### src/rtl/pipe_control_unit.sv
// rtl/pipe_control_unit.sv - decode-to-EX pipeline control: opcode decode, EX register,
// memory-wait/timeout, branch flush, load-use interlock and stall counting.
module pipe_control_unit #(
  parameter int ALUOP_W = 3,
  parameter int REG_AW  = 5,
  parameter int TIMEOUT = 16,
  parameter int CNT_W   = 8
) (
  input  logic                   clk,
  input  logic                   rst,
  input  logic                   id_valid,
  input  logic [5:0]             opcode,
  input  logic [5:0]             func,
  input  logic [REG_AW-1:0]      rs,
  input  logic [REG_AW-1:0]      rt,
  input  logic [REG_AW-1:0]      rd,
  input  logic                   branch_taken,
  input  logic                   mem_ready,
  output logic                   id_ready,
  output logic                   ex_valid,
  output logic [16+ALUOP_W-1:0]  ex_ctrl,
  output logic [REG_AW-1:0]      ex_wreg,
  output logic                   illegal,
  output logic                   mem_timeout,
  output logic [CNT_W-1:0]       stall_cnt
);

  localparam int CTRL_W = 16 + ALUOP_W;
  localparam int WC_W   = $clog2(TIMEOUT + 1);

  typedef enum logic [1:0] {RUN, MEM_WAIT, FLUSH} state_t;

  state_t state, state_n;
  logic [WC_W-1:0] wait_cnt, wait_n;

  logic [ALUOP_W-1:0] d_aluop;
  logic       d_regwrite, d_alusrc1, d_mem_wr, d_mem_rd, d_word_byte, d_zero_ext, d_illegal;
  logic [1:0] d_regdest, d_alusrc2, d_jump, d_branch, d_regsrc;
  logic [CTRL_W-1:0] dec_ctrl;
  logic [REG_AW-1:0] dec_wreg;

  always_comb begin
    d_aluop     = '0;
    d_regwrite  = 1'b0;
    d_regdest   = 2'b00;
    d_alusrc1   = 1'b1;
    d_alusrc2   = 2'b00;
    d_jump      = 2'b00;
    d_branch    = 2'b00;
    d_regsrc    = 2'b00;
    d_mem_wr    = 1'b0;
    d_mem_rd    = 1'b0;
    d_word_byte = 1'b0;
    d_zero_ext  = 1'b0;
    d_illegal   = 1'b0;
    case (opcode)
      6'h03: begin
        case (func)
          6'h08: d_jump = 2'b10;
          6'h21: begin
            d_regwrite = 1'b1;
            d_mem_rd   = 1'b1;
            d_regsrc   = 2'b01;
          end
          6'h13: d_mem_wr = 1'b1;
          default: begin
            d_regwrite = 1'b1;
            d_regdest  = 2'b01;
          end
        endcase
      end
      6'h02: d_jump = 2'b01;
      6'h07: begin
        d_regwrite = 1'b1;
        d_jump     = 2'b01;
        d_regdest  = 2'b10;
        d_alusrc1  = 1'b0;
        d_alusrc2  = 2'b10;
        d_aluop    = ALUOP_W'(1);
      end
      6'h09, 6'h0c, 6'h0e: begin
        d_regwrite = 1'b1;
        d_alusrc2  = 2'b01;
        d_zero_ext = (opcode != 6'h09);
        d_aluop    = (opcode == 6'h09) ? ALUOP_W'(1) :
                     (opcode == 6'h0c) ? ALUOP_W'(3) : ALUOP_W'(4);
      end
      6'h05, 6'h04: begin
        d_aluop  = ALUOP_W'(2);
        d_branch = (opcode == 6'h05) ? 2'b01 : 2'b10;
      end
      6'h12, 6'h22: begin
        d_aluop     = ALUOP_W'(1);
        d_alusrc2   = 2'b01;
        d_regwrite  = 1'b1;
        d_mem_rd    = 1'b1;
        d_regsrc    = 2'b01;
        d_word_byte = (opcode == 6'h22);
      end
      6'h2b, 6'h28: begin
        d_aluop     = ALUOP_W'(1);
        d_alusrc2   = 2'b01;
        d_mem_wr    = 1'b1;
        d_word_byte = (opcode == 6'h28);
      end
      6'h0f: begin
        d_regwrite = 1'b1;
        d_regsrc   = 2'b10;
      end
      default: d_illegal = 1'b1;
    endcase
  end

  assign dec_ctrl = {d_aluop, d_regwrite, d_regdest, d_alusrc1, d_alusrc2, d_jump,
                     d_branch, d_regsrc, d_mem_wr, d_mem_rd, d_word_byte, d_zero_ext};

  always_comb begin
    case (d_regdest)
      2'b00:   dec_wreg = rt;
      2'b01:   dec_wreg = rd;
      default: dec_wreg = '1;
    endcase
  end

  // Fields of the instruction currently held in EX
  logic       ex_mem_rd, ex_mem_wr;
  logic [1:0] ex_jump, ex_branch;
  logic       mem_hold, br_flush, load_use;

  assign ex_mem_rd = ex_ctrl[2];
  assign ex_mem_wr = ex_ctrl[3];
  assign ex_branch = ex_ctrl[7:6];
  assign ex_jump   = ex_ctrl[9:8];

  assign mem_hold = ex_valid & (ex_mem_rd | ex_mem_wr) & ~mem_ready;
  assign br_flush = ex_valid & branch_taken & ((ex_jump != 2'b00) | (ex_branch != 2'b00));
  assign load_use = ex_valid & ex_mem_rd & (ex_wreg != '0) & ((ex_wreg == rs) | (ex_wreg == rt));

  logic id_ready_c, issue, keep, timeout_hit;

  always_comb begin
    state_n     = state;
    wait_n      = '0;
    id_ready_c  = 1'b0;
    issue       = 1'b0;
    keep        = 1'b0;
    timeout_hit = 1'b0;
    if (mem_hold) begin
      keep = 1'b1;
      if (state == MEM_WAIT) begin
        if (wait_cnt == WC_W'(TIMEOUT - 1)) begin
          timeout_hit = 1'b1;
          keep        = 1'b0;
          state_n     = RUN;
        end else begin
          wait_n = wait_cnt + 1'b1;
        end
      end else begin
        state_n = MEM_WAIT;
      end
    end else if (state == FLUSH) begin
      id_ready_c = 1'b1;
      state_n    = RUN;
    end else if (br_flush) begin
      id_ready_c = 1'b1;
      state_n    = FLUSH;
    end else if (load_use) begin
      state_n = RUN;
    end else begin
      state_n    = RUN;
      id_ready_c = id_valid;
      issue      = id_valid;
    end
  end

  assign id_ready = id_ready_c & ~rst;

  always_ff @(posedge clk or posedge rst) begin
    if (rst) begin
      state       <= RUN;
      wait_cnt    <= '0;
      ex_valid    <= 1'b0;
      ex_ctrl     <= '0;
      ex_wreg     <= '0;
      illegal     <= 1'b0;
      mem_timeout <= 1'b0;
      stall_cnt   <= '0;
    end else begin
      state    <= state_n;
      wait_cnt <= wait_n;
      illegal  <= issue & d_illegal;
      if (timeout_hit)
        mem_timeout <= 1'b1;
      // Anything not held or legally issued becomes a bubble
      if (!keep) begin
        if (issue && !d_illegal) begin
          ex_valid <= 1'b1;
          ex_ctrl  <= dec_ctrl;
          ex_wreg  <= dec_wreg;
        end else begin
          ex_valid <= 1'b0;
          ex_ctrl  <= '0;
          ex_wreg  <= '0;
        end
      end
      if (id_valid && !id_ready_c && (stall_cnt != {CNT_W{1'b1}}))
        stall_cnt <= stall_cnt + 1'b1;
    end
  end

endmodule

### config.mk
export PLATFORM = sky130hd
export DESIGN_NAME = pipe_control_unit
export DESIGN_NICKNAME = d
export VERILOG_FILES = /design/src/rtl/pipe_control_unit.sv
export SDC_FILE = /design/constraint.sdc
export NUM_CORES = 1
export LEC_CHECK = 0
export ABC_AREA = 1
export BUFFER_PORTS_ARGS = -buffer_cell sky130_fd_sc_hd__buf_2
export CAP_MARGIN = 20
export CORE_MARGIN = 2
export CORE_UTILIZATION = 46
export CTS_CLUSTER_DIAMETER = 120
export DETAILED_ROUTE_END_ITERATION = 7
export HOLD_SLACK_MARGIN = 0.1
export MAX_ROUTING_LAYER = met4
export PLACE_DENSITY = 0.85
export SLEW_MARGIN = 0
export SYNTH_ARGS = -nofsm -noshare
export SYNTH_HDL_FRONTEND = slang
export SYNTH_SLANG_ARGS = --single-unit
### constraint.sdc
create_clock -name clk -period 1.58 [get_ports clk]
set_clock_uncertainty 0.15 [all_clocks]
set_input_delay 0.158 -clock clk [delete_from_list [all_inputs] [get_ports clk]]
set_output_delay 0.158 -clock clk [all_outputs]
set_load 0.03 [all_outputs]
# After elaboration in Yosys (flattened, before gate mapping)
# Cells that the tools add are included.
# totals
mem_count,0
reg_bits,42
out_inout_bits,36
latch_bits,0
word_cells,115
mem_bits_ro,0
ramBits,0
# classes
addsub,2
n_eq_ne,25
n_div,0
order_cmp,0
n_mul,0
mux,47
bitwise_logic,14
n_reduce_logical,19
shift,0
# ops
op,n
6-bit by 4-bit equality test with 1-bit output (second input constant),5
6-bit equality test (second input constant),4
1-bit 2-to-1 mux,22
5-bit 2-to-1 mux,4
19-bit 2-to-1 mux,1
6-bit by 3-bit equality test with 1-bit output (second input constant),3
2-bit 2-to-1 mux,8
7-bit OR reduction,2
13-bit OR reduction,1
6-bit by 2-bit equality test with 1-bit output (second input constant),2
6-bit by 5-bit equality test with 1-bit output (second input constant),2
2-bit case mux with 2 select lines,3
5-bit equality test,2
5-bit case mux with 2 select lines,1
2-bit OR reduction,5
1-bit bitwise AND,9
3-bit case mux with 3 select lines,1
8-bit by 1-bit adder with 8-bit output (second input constant),1
8-bit != test (second input constant),1
1-bit case mux with 2 select lines,4
3-bit 2-to-1 mux,2
6-bit by 4-bit != test with 1-bit output (second input constant),1
2-bit case mux with 3 select lines,1
3-bit OR reduction,2
other kinds (13),20

# Longest topological paths before layout
# Gate-level depths: netlist of the first run.
# depth
word_depth,10
mapped_depth,13
ltp_nobuf,13

# Least setup slack after synthesis of the first run
# Ideal clock, no wire load.
# synth_timing
path_type,reg-to-output
start,register ex_wreg[0]
end,output id_ready
required_time_ns,1.272
setup_slack_ns,-0.320
path_buffers,0
path_stages_with_launch,11
t_arrival_ns,1.592
path_cell_list,dfrtp_1 nor2_1 nor2_1 nor2_1 nand3_1 nand2_1 nand2_1 nand2_1 nand2_1 nand2_2 nor2_1
# synth_via
elab_chain_cells,8
elab_cells_between_ends,11
# synth_rtl
element,line,text
start: declaration,22,"output logic [REG_AW-1:0] ex_wreg,"
start signal: assignment,199,ex_wreg <= dec_wreg;
5-bit equality test or 5-bit nonzero test (tied branches),137,assign load_use = ex_valid & ex_mem_rd & (ex_wreg != '0) & ((ex_wreg == rs) | (ex_wreg == rt));
1-bit bitwise OR or 1-bit bitwise AND (tied branches),137,
1-bit bitwise AND *,137,
1-bit 2-to-1 mux *,167,end else if (load_use) begin
1-bit 2-to-1 mux *,164,end else if (br_flush) begin
1-bit 2-to-1 mux *,161,end else if (state == FLUSH) begin
1-bit 2-to-1 mux *,148,if (mem_hold) begin
1-bit bitwise AND *,176,assign id_ready = id_ready_c & ~rst;
end: declaration,19,"output logic id_ready,"
# Mark *: on every way between the ends. The rest lies on a longest branch, timed or not.

# Final worst setup path of the first run
# layout_timing
start,register ex_wreg[4]
end,output id_ready
# The elaborated chain is that of the path after synthesis.

==> results of run 1 <==
through the flow:
| stage | hold WS [ps] | TNS [ps] | utilization (%) | instances |
|---|---|---|---|---|
| floorplan | 171 | -1490 | - | 302 |
| global route | 34.3 | -15480 | 73.5 | 502 |
| CTS | 4.17 | -5370 | 71.8 | 501 |
| finish | 17.1 | -11580 | 73.5 | 502 |
| detailed placement | 68.7 | -2730 | 64.3 | 474 |
| global placement | 67.0 | -1690 | 64.3 | 474 |
synth_stat cells (5+ instances only):
cell and count:
xor2_1 5, inv_1 35, xnor2_1 5, nand2_1 96, o22ai_1 11, nand3_1 19, o21ai_2 5, nor2_1 38
nand4_1 17, dfrtp_1 41
sequential cells by signal (all words and copies together) (netlist names):
register / cells
state: 2
ex_wreg: 5
wait_cnt: 5
stall_cnt: 8
illegal: 1
mem_timeout: 1
ex_valid: 1
ex_ctrl: 18
final cells by class:
type / instances / area (µm²) / area share (%)
Clock buffer: 6 / 82.6 / 2.36
Timing Repair inverter: 1 / 8.76 / 0.251
Tap cell: 67 / 83.8 / 2.40
Clock inverter: 2 / 13.8 / 0.394
Timing Repair Buffer: 128 / 851 / 24.3
Sequential cell: 41 / 1040 / 29.7
Multi-Input combinational cell: 220 / 1270 / 36.3
Inverter: 37 / 149 / 4.26
kinds of logic after synthesis:
logic type	Yosys count	share of synthesized area [%]
xor gates and xnor gates	10	3.83
and+or+nand+nor	184	35.8
buffers and inverters	41	7.28
DFF	41	44.9
adders and majority gates	2	1.09
AOI/OAI and AO/OA	24	7.17
power by group through the flow:
stage          clock network (µW)  logic (µW)  registers, µW
3_5_place_dp                    0         556           1210
5_1_grt                       770         721           1200
2_1_floorplan                   0         233           1310
4_1_cts                       740         612           1190
6_report                      715         646           1190
3_3_place_gp                    0         537           1200
worst max-delay path, delay by kind of cell, from the launching register on:
kind	cells	cell delay (ps)
buf+inv	1	130
flops	1	460
simple gates	10	840
final timing paths:
path                       cells after the start      endpoint    startpoint
setup reg to reg                              13  stall_cnt[2]    ex_wreg[4]
min in group asynchronous                      4   ex_ctrl[12]           rst
hold / removal                                 3      state[1]  branch_taken
hold reg to reg                                1   mem_timeout   mem_timeout
max in group asynchronous                      4    ex_ctrl[3]           rst
setup / recovery                              11      id_ready    ex_wreg[4]
what timing repair did:
item / in CTS / in global routing
endpoints found under the hold margin: 54 / 1
endpoints found under the setup margin: 33 / 35
cloned: 1 / 0
gates resized for setup: 24 / 17
pin swaps: 4 / 0
buffers inserted: 4 / 1
cell usage in the layout (no fill, tap or decap), types with 4 or more instances in the layout:
cell	n
nand2_1	87
buf_2	66
buf_4	45
nor2_1	34
dfrtp_1	31
inv_1	28
nand4_1	17
nand3_1	17
dlygate4sd3_1	14
nand2_2	10
dfrtp_2	10
o22ai_1	7
nor2_4	6
inv_2	6
clkbuf_8	6
xnor2_1	5
o21ai_2	5
xor2_1	5
o22ai_4	4
routing by layer:
layer | GRT usage, % | wire length (µm)
met1 | 31.7 | 2800
met2 | 50.0 | 3750
met3 | 5.69 | 445
met4 | 16.3 | 402
met5 | - | 0
==> impl_metrics.toml, run 1 <==
[worst_setup_path]
critical_path.max_stage_delay_ps = 460
cp_cell_sequence = "nand2_1 -> nand2_1 -> nor2_1 -> nand3_1 -> nand2_1 -> nand2_1 -> nand2_2 -> nand2_2 -> nand2_4 -> nor2_4 -> buf_6"
critPathLaunchType = "register"
required_ps = 1270
critPathArrivalTime_ps = 1730
timing_worst_setup_path_type = "register to output pin"
cpMostUsedCell = "nand2_1"
cpMaxStageDelayCell = "dfrtp_2"
kind_of_end_point_of_the_critical_path = "output pin"
reg2reg_setup_slack_ps = -400
worst-path-max-fanout = 5

[power]
power.leakage_uw = 0.00191
share_comb_of_total_power_pct = 25.3
net-switching-power_uw = 835
p_sw_share_pct = 32.7
worst_ir_drop_vdd_v = 0.000367
internal-power_uw = 1720
seqPwrFrac_pct = 46.7
power_density_mw_per_mm2 = 731
power.total_uw = 2550
share_clk_of_total_power_pct = 28.0

[routing]
drc = 0
via_count = 2626
wirelength_mm = 7.40
wire_length_per_cell_um = 14.7
drt_first_pass_iters = 4
routed_via_density = 5.23
detailedRoute.firstIterationViolations = 195
drt.antenna.violating_nets = 0

[finish]
postLayoutCellArea_mm2 = 0.00349
fillers = 363
final_layout_size_suffix_gt1_share_pct = 41.6
design.final.nets = 468
antenna-diode-count = 0
synthToLayoutAreaGrowth_pct = 52.8

[die]
die_height_um = 74.5
die_area_mm2 = 0.00555
area_inside_the_core_boundary_mm2 = 0.00475
die-width_um = 74.5
initial_core_util_pct = 48.1
pin_count = 68
rows = 25

[sta]
grt_setup_unrepaired = "true"
timing.final.hold_violations = 0
timing.final.setup_violations = 34
time_the_worst_path_needs_with_i_o_delays_and_setup_ps = 2040
slew_headroom_pct = 77.2
achievable-frequency_mhz = 489
measured_slew_at_the_worst_slew_check_pin_ps = 341
period_share_pct = 129
fin_ws_ps = -463
report.final.slew_viol_count = 0

[cts]
worst_skew_pair.late_latency_ps = 300
numCtsBuffers = 5
cts.path.max_buffers = 2
tritoncts = "done"
number_of_hold_buffers_added_after_cts = 14
clk_root_buffer_cell = "clkbuf_8"
cts_max_level = 2
cts.reportedPaths.clkPinSlew_ps = 80
cts.sink_count = 41

[global_route]
grt_start_max_net_pins = 28
grt_pass1_vias = 2653
grt_overflow = 0
grt.total_usage_pct = 29.3
grt_pass1_wl_mm = 11.9
number_of_antenna_violations_at_the_first_check_in_global_routing = 0

[synth]
synth.avg_cell_area_um2 = 7.57
synth_top_cells_by_area = "dfrtp_1, nand2_1, nor2_1"
synth_cell_types = 29
postSynthRegisterBits = 41
yosys.area.top_type_share_pct = 44.9
yosysWarnings = 0
syn-instance-count = 302
synth_enable_flop_cells = 0
synth.cell_area_mm2 = 0.00229
netlist.top_cell.by_area = "dfrtp_1"
syn-num-nets = 336
synth-seq-area-share_pct = 44.9
synth_flop_cell = "dfrtp_1"
postSynth.asyncResetShare_pct = 100

[placed_design]
place.gp.congestion = 0.896
placement.cell_area_mm2 = 0.00306
buffer_ports.inserted = 67
dp_slack_ps = -138
dp.final_hpwl_mm = 4.72

[flow_run]
max_cap_violations = 0

[worst_hold_path]
hold_class = "primary input to register"

[run_status]
outcome = "complete, but fails checks"
violations = "negative setup slack"
Power figures use the tool's default switching activity.
==> run 2, diff against run 1 <==
--- a/config.mk
+++ b/config.mk
@@ -15,6 +15,7 @@
 export HOLD_SLACK_MARGIN = 0.1
 export MAX_ROUTING_LAYER = met4
 export PLACE_DENSITY = 0.85
+export REMOVE_ABC_BUFFERS = 1
 export SLEW_MARGIN = 0
 export SYNTH_ARGS = -nofsm -noshare
 export SYNTH_HDL_FRONTEND = slang
==> impl_metrics.toml, run 2 (synthesis gave the netlist of run 1 again) <==
[die]
rows = 25
die_area_mm2 = 0.00555
die-width_um = 74.5
initial_core_util_pct = 48.1
pin_count = 68
area_inside_the_core_boundary_mm2 = 0.00475
die_height_um = 74.5

[global_route]
grt_start_max_net_pins = 30
number_of_antenna_violations_at_the_first_check_in_global_routing = 0
grt_pass1_wl_mm = 11.3
grt_pass1_vias = 2554
grt_overflow = 0
grt.total_usage_pct = 27.9

[worst_hold_path]
hold_class = "primary input to register"
hold-path-endpoint = "state[1]"
timing.hold.worst_path_depth = 3
hold_start = "branch_taken"

[worst_setup_path]
required_ps = 1270
cp_cell_sequence = "inv_1 -> nand2_1 -> nand2_1 -> nor2_1 -> nand3_1 -> nand2_1 -> nand2_1 -> nand2_1 -> nand2_1 -> nand2_2 -> nor2_2 -> buf_6"
timing.critical_path.depth = 12
crit_buf_inv = 2
worst-path-max-fanout = 5
kind_of_end_point_of_the_critical_path = "output pin"
critical_path.max_stage_delay_ps = 480
startpoint = "ex_wreg[4]"
timing_worst_setup_path_type = "register to output pin"
crit_family = "simple AND/OR/NAND/NOR gates"
critPathLaunchType = "register"
cpMostUsedCell = "nand2_1"
critPathArrivalTime_ps = 1770
r2r-start = "ex_wreg[4]"
cpMaxStageDelayCell = "dfrtp_1"
reg2reg_setup_slack_ps = -470
worst_r2r_path_depth = 14
r2r_path_end = "stall_cnt[7]"

[power]
power_density_mw_per_mm2 = 731
power.total_uw = 2510
p_sw_share_pct = 33.3
net-switching-power_uw = 835
power.leakage_uw = 0.00192
seqPwrFrac_pct = 46.4
share_clk_of_total_power_pct = 27.1
share_comb_of_total_power_pct = 26.5
worst_ir_drop_vdd_v = 0.000439
internal-power_uw = 1670

[sta]
timing.final.setup_violations = 34
time_the_worst_path_needs_with_i_o_delays_and_setup_ps = 2070
fin_ws_ps = -493
measured_slew_at_the_worst_slew_check_pin_ps = 377
timing.final.hold_violations = 0
period_share_pct = 131
grt_setup_unrepaired = "true"
slew_headroom_pct = 74.9
timing.hold.ws_ps = 29.6
achievable-frequency_mhz = 482
fin_tns_setup_ps = -11600
report.final.slew_viol_count = 0

[finish]
layout_common_cells = "nand2_1, buf_2, buf_4"
layout_commonest_cell = "nand2_1"
largest_register_ff_count = 18
synthToLayoutAreaGrowth_pct = 50.1
regMostFlops = "ex_ctrl"
largest_registers = "ex_ctrl: 18 flops, stall_cnt: 8 flops"
design.final.nets = 468
final_layout_size_suffix_gt1_share_pct = 40.5
post_layout_util_pct = 72.2
antenna-diode-count = 0

[cts]
cts.reportedPaths.clkPinSlew_ps = 80
tritoncts = "done"
cts_max_level = 2
clk_root_buffer_cell = "clkbuf_8"
cts.sink_count = 41
cts.path.max_buffers = 2
worst_skew_pair.late_latency_ps = 300
numCtsBuffers = 5
number_of_hold_buffers_added_after_cts = 12

[placed_design]
dp_slack_ps = -188
dp.final_hpwl_mm = 4.76
place.gp.congestion = 0.878
buffer_ports.inserted = 67

[routing]
dr_wl_met3_um = 416
routedLengthMet1_mm = 2.89
wirelength_mm = 7.34
dr_wl_met2_mm = 3.76
drt_first_pass_iters = 5
wire_length_per_cell_um = 14.6
drt.antenna.violating_nets = 0
detailedRoute.firstIterationViolations = 187
routed_via_density = 5.25
drc = 0
highest_layer = "met4"
via_count = 2638

[flow_run]
max_cap_violations = 0

[run_status]
violations = "negative setup slack"
outcome = "complete, but fails checks"
run 2: cell type report:
class / instances / area (µm²)
timing repair buffer: 128 / 841
fill: 359 / 1320
timing repair inverter: 1 / 6.26
clock buffer: 8 / 80.1
sequential: 41 / 1030
tap: 67 / 83.8
inverter: 37 / 149
multi-input combinational: 220 / 1240
run 2: timing repair:
action	in CTS	in global routing
gates resized for setup	30	25
pin swaps	5	2
hold endpoints to repair	55	1
cloned	1	0
buffers inserted	4	3
endpoints found under the setup margin	33	35
run 2: power groups by stage:
stage          registers, µW  logic, µW  clock network [µW]
2_1_floorplan           1300        212                   0
3_3_place_gp            1180        550                   0
3_5_place_dp            1180        568                   0
4_1_cts                 1160        619                 675
5_1_grt                 1170        723                 733
6_report                1160        664                 681
run 2: layer usage:
metal  global-route usage (%)  vias to the layer above
met5                        -                        -
li1                         -                     1240
met1                     31.5                     1240
met2                     47.5                      127
met4                     13.3                        0
met3                     5.28                       31
run 2: worst max path at each step:
stage	end
2_1_floorplan	ex_wreg[1]
3_3_place_gp	stall_cnt[5]
3_5_place_dp	stall_cnt[7]
4_1_cts	id_ready
5_1_grt	stall_cnt[2]
6_report	id_ready
run 2: stage by stage:
step / instance area [µm²] / instances
3_3_place_gp: 2990 / 474
6_report: 3430 / 502
3_5_place_dp: 2990 / 474
4_1_cts: 3330 / 499
2_1_floorplan: 2260 / 298
5_1_grt: 3430 / 502
run 2: tightest hold or removal path, cell delays in order:
cell     delay, ps
buf_2          130
nand3_1        110
nor2_1          50
